==> src/rtl/mux_if.sv <==
// Bus bundle for the registered 2:1 word selector: two data sources,
// a select line and the registered result.
interface mux_if #(
    parameter int WIDTH = 32
);
    logic [WIDTH-1:0] data0;
    logic [WIDTH-1:0] data1;
    logic             sel;
    logic [WIDTH-1:0] out;

    // Producer of the sources; observes the selected result.
    modport master (
        output data0,
        output data1,
        output sel,
        input  out
    );

    // The selector itself.
    modport slave (
        input  data0,
        input  data1,
        input  sel,
        output out
    );
endinterface

==> src/rtl/mux.sv <==
// Registered 2:1 word selector for the RV32I datapath. The selected
// source is captured on each rising edge, so out is a clean flop output
// with exactly one cycle of latency and no combinational input path.
module mux #(
    parameter int WIDTH = 32
) (
    input  logic  clk,
    input  logic  rst,
    mux_if.slave  bus
);
    logic [WIDTH-1:0] out_d;
    logic [WIDTH-1:0] out_q;

    // Pick the source that the next edge will capture.
    always_comb begin
        out_d = bus.sel ? bus.data1 : bus.data0;
    end

    // Output register; synchronous reset has priority over the selection.
    always_ff @(posedge clk) begin
        // NOTE: non-blocking assignment so every flop samples pre-edge values.
        if (rst) begin
            out_q <= '0;
        end else begin
            out_q <= out_d;
        end
    end

    assign bus.out = out_q;
endmodule

==> src/flat_wrapper.sv <==
// flat-port wrapper written by rule: the top's interface ports become plain ports
module mux_flat 
#(
    parameter int WIDTH = 32
)
  (clk, rst, bus_data0, bus_data1, bus_sel, bus_out);
  mux_if #(.WIDTH(WIDTH)) bus_i ();
  input  logic clk;
  input  logic rst;
  input wire logic [$bits(bus_i.data0)-1:0] bus_data0;
  input wire logic [$bits(bus_i.data1)-1:0] bus_data1;
  input wire logic [$bits(bus_i.sel)-1:0] bus_sel;
  output wire logic [$bits(bus_i.out)-1:0] bus_out;
  assign bus_i.data0 = bus_data0;
  assign bus_i.data1 = bus_data1;
  assign bus_i.sel = bus_sel;
  assign bus_out = bus_i.out;
  mux #(.WIDTH(WIDTH)) u_core (.clk(clk), .rst(rst), .bus(bus_i));
endmodule
==> config.mk <==
export PLATFORM = sky130hd
export DESIGN_NAME = mux_flat
export DESIGN_NICKNAME = d
export VERILOG_FILES = /design/src/rtl/mux_if.sv /design/src/rtl/mux.sv /design/src/flat_wrapper.sv
export SDC_FILE = /design/constraint.sdc
export NUM_CORES = 1
export LEC_CHECK = 0
export CAP_MARGIN = 20
export CORE_ASPECT_RATIO = 1.25
export CORE_MARGIN = 3
export CORE_UTILIZATION = 34
export DETAILED_ROUTE_END_ITERATION = 8
export PLACE_DENSITY_LB_ADDON = 0.12
export SLEW_MARGIN = 0
export SYNTH_ARGS = -nofsm -noshare
export SYNTH_HDL_FRONTEND = slang
export SYNTH_SLANG_ARGS = --single-unit
==> constraint.sdc <==
create_clock -name clk -period 1.07 [get_ports clk]
set_input_delay 0.107 -clock clk [delete_from_list [all_inputs] [get_ports clk]]
set_output_delay 0.107 -clock clk [all_outputs]
set_load 0.1 [all_outputs]
==> impl_metrics.env <==
export IMPL_design_die_area_um2=4160
export IMPL_critical_path_peak_fanout=1
export IMPL_yosys_area_top_type="sky130_fd_sc_hd__dfxtp_1"
export IMPL_clkSinkCount=32
export IMPL_buffer_ports_inserted=98
export IMPL_viasPerCell=4.56
export IMPL_hold_worst_slack_ns=0.343
export IMPL_worst_slew_pin_slew_ns=0.203
export IMPL_worstHoldPathType="in2reg"
export IMPL_final_hold_viol_count=0
export IMPL_clk_pin_slew_ns=0.06
export IMPL_largest_net_degree_at_the_start_of_global_routing=33
export IMPL_count_of_standard_cell_rows=23
export IMPL_finalMaxSlewViolations=0
export IMPL_grt_setup_unrepaired="no"
export IMPL_cp_slowest_stage_delay_ns=0.39
export IMPL_routabilityCongestion=0.713
export IMPL_wire_per_inst_um=15.1
export IMPL_number_of_antenna_violations_at_the_first_check_in_global_routing=0
export IMPL_firstDrtPassIters=4
export IMPL_cts_repair_resize_count=0
export IMPL_netlist_cell_type_count=6
export IMPL_fin_nets=271
export IMPL_tns_ns=0
export IMPL_cts_max_path_buffers=2
export IMPL_filler_cell_count=220
export IMPL_grtUsageMet3_pct=6.85
export IMPL_p_per_area_nw_per_um2=1380
export IMPL_h_tree_depth=2
export IMPL_crit_path_cell_trace="buf_12"
export IMPL_worst_endpoint_arrival_ns=0.86
export IMPL_top_usage_layer="met2"
export IMPL_synthesis_yosys_warnings=0
export IMPL_seq_area_frac_synth_pct=55.1
export IMPL_critical_path_slowest_cell="sky130_fd_sc_hd__dfxtp_1"
export IMPL_drive_gt1_share_pct=20.6
export IMPL_synth_top_cells_by_area="sky130_fd_sc_hd__dfxtp_1 55%, sky130_fd_sc_hd__mux2i_1 28%, sky130_fd_sc_hd__nor2_1 10%"
export IMPL_drt_drc_violations_left=0
export IMPL_cts_setup_buffers=0
export IMPL_layout_min_cycle_time_ns=0.963
export IMPL_syn_cell_area_um2=1160
export IMPL_static_leakage_power_nw=1.12
export IMPL_leading_cell_type_in_the_layout_fill_and_taps_excluded="sky130_fd_sc_hd__clkdlybuf4s50_1"
export IMPL_grtUsageMet1_pct=16.3
export IMPL_route_vias_total=1098
export IMPL_required_ns=0.96
export IMPL_number_of_instances_in_the_synthesized_netlist=103
export IMPL_outcome="completed"
export IMPL_power_ir_vdd_worst_mv=1.14
export IMPL_worst_path_buf_inv=1
export IMPL_slew_headroom_pct=86.1
export IMPL_via_count_of_the_first_global_routing_pass=1214
export IMPL_die_w_um=58.3
export IMPL_dp_hpwl_um=2900
export IMPL_synth_top_cell_area_share_pct=55.1
export IMPL_clock_tree_from_tritoncts="built"
export IMPL_synthToLayoutAreaGrowth_pct=119
export IMPL_placeableCoreArea_um2=3250
export IMPL_grt_first_pass_wirelength_um=5600
export IMPL_die_height_um=71.4
export IMPL_setup_viol=0
export IMPL_largest_register_ff_count=32
export IMPL_num_antenna_cells=0
export IMPL_maxCapViolCount=0
export IMPL_i_o_pin_total=99
export IMPL_grtUsageMet2_pct=34.7
export IMPL_worst_setup_start_kind="flip-flop"
export IMPL_drtIter0Drc=5
export IMPL_critPathKind="reg2out"
export IMPL_timing_fmax_mhz=1040
export IMPL_synth_fp_nets=170
export IMPL_timing_final_crit_share_pct=90.0
export IMPL_synthesis_area_per_instance_um2=11.3
export IMPL_seq_cells_post_synth=32
export IMPL_grt_overflow_total=0
export IMPL_drtAntennaViolNets=0
export IMPL_worstSetupEndpointType="primary output"
export IMPL_cts_hold_buf=0
export IMPL_totalWireLength_um=3640
export IMPL_grt_total_usage_pct=18.3
export IMPL_critPathTopFamily="flip-flops"
export IMPL_final_cell_mix="65 x sky130_fd_sc_hd__clkdlybuf4s50_1, 34 x sky130_fd_sc_hd__buf_12, 32 x sky130_fd_sc_hd__mux2i_1, 32 x sky130_fd_sc_hd__nor2_1, 32 x sky130_fd_sc_hd__dfxtp_1"
export IMPL_cts_root_buf="sky130_fd_sc_hd__clkbuf_8"
export IMPL_cts_buffers=5
export IMPL_floorplan_initialDensity_pct=35.8
[cell type report]
class | count | area, µm² | area share, %
clock buffers | 6 | 72.6 | 2.85
repair buffers | 101 | 1340 | 52.7
clock inverters | 1 | 5.00 | 0.196
multi-input cells | 64 | 440 | 17.3
well taps | 37 | 46.3 | 1.82
flip-flops and latches | 32 | 641 | 25.1
[synth_stat cells]
library cell / n
sky130_fd_sc_hd__dfxtp_1: 32
sky130_fd_sc_hd__mux2i_1: 32
sky130_fd_sc_hd__nor2_1: 32
sky130_fd_sc_hd__buf_12: 3
sky130_fd_sc_hd__clkbuf_1: 3
sky130_fd_sc_hd__buf_6: 1
[through the flow]
| step | area (µm²) | setup WS, ns | power [mW] | cells | util, % |
|---|---|---|---|---|---|
| after detailed placement | 2470 | 0.0695 | 2.71 | 234 | 76.0 |
| after global routing | 2550 | 0.0885 | 3.64 | 241 | 78.4 |
| after CTS | 2550 | 0.0985 | 3.55 | 241 | 78.4 |
| final | 2550 | 0.107 | 3.52 | 241 | 78.4 |
| after global placement | 2470 | 0.0813 | 2.69 | 234 | 76.0 |
| after floorplan | 1160 | 0.0540 | 2.07 | 103 | - |
[worst min-delay path, cell delays in order]
cell and delay (ns):
sky130_fd_sc_hd__buf_2 0.12, sky130_fd_sc_hd__buf_12 0.19, sky130_fd_sc_hd__mux2i_1 0.09, sky130_fd_sc_hd__nor2_1 0.07
[metal layers]
layer  part of all wire (%)  vias up
met5                      0        -
met4                    2.7        0
met3                     11        8
met2                     56       67
met1                     30      486
li1                       -      537
[path summary, 6_finish.rpt]
| check | startpoint | endpoint | slack (ns) | depth (start not counted) |
|---|---|---|---|---|
| min | bus_sel | u_core.bus.out[15] | 0.34 | 4 |
| max | u_core.bus.out[22] | bus_out[22] | 0.11 | 1 |
[power breakdown]
group | total (mW) | switching (mW) | internal (mW)
Clock | 0.835 | 0.394 | 0.441
Sequential | 1.34 | 0.0645 | 1.27
Combinational | 1.34 | 0.752 | 0.592
[logic make-up after synthesis]
logic type,count (synthesis),share of synthesized area [%]
and+or+nand+nor,32,10.3
buffers and inverters,7,7.10
muxes,32,27.5
DFF,32,55.1
Note: power is estimated with default switching activity, not from simulation.
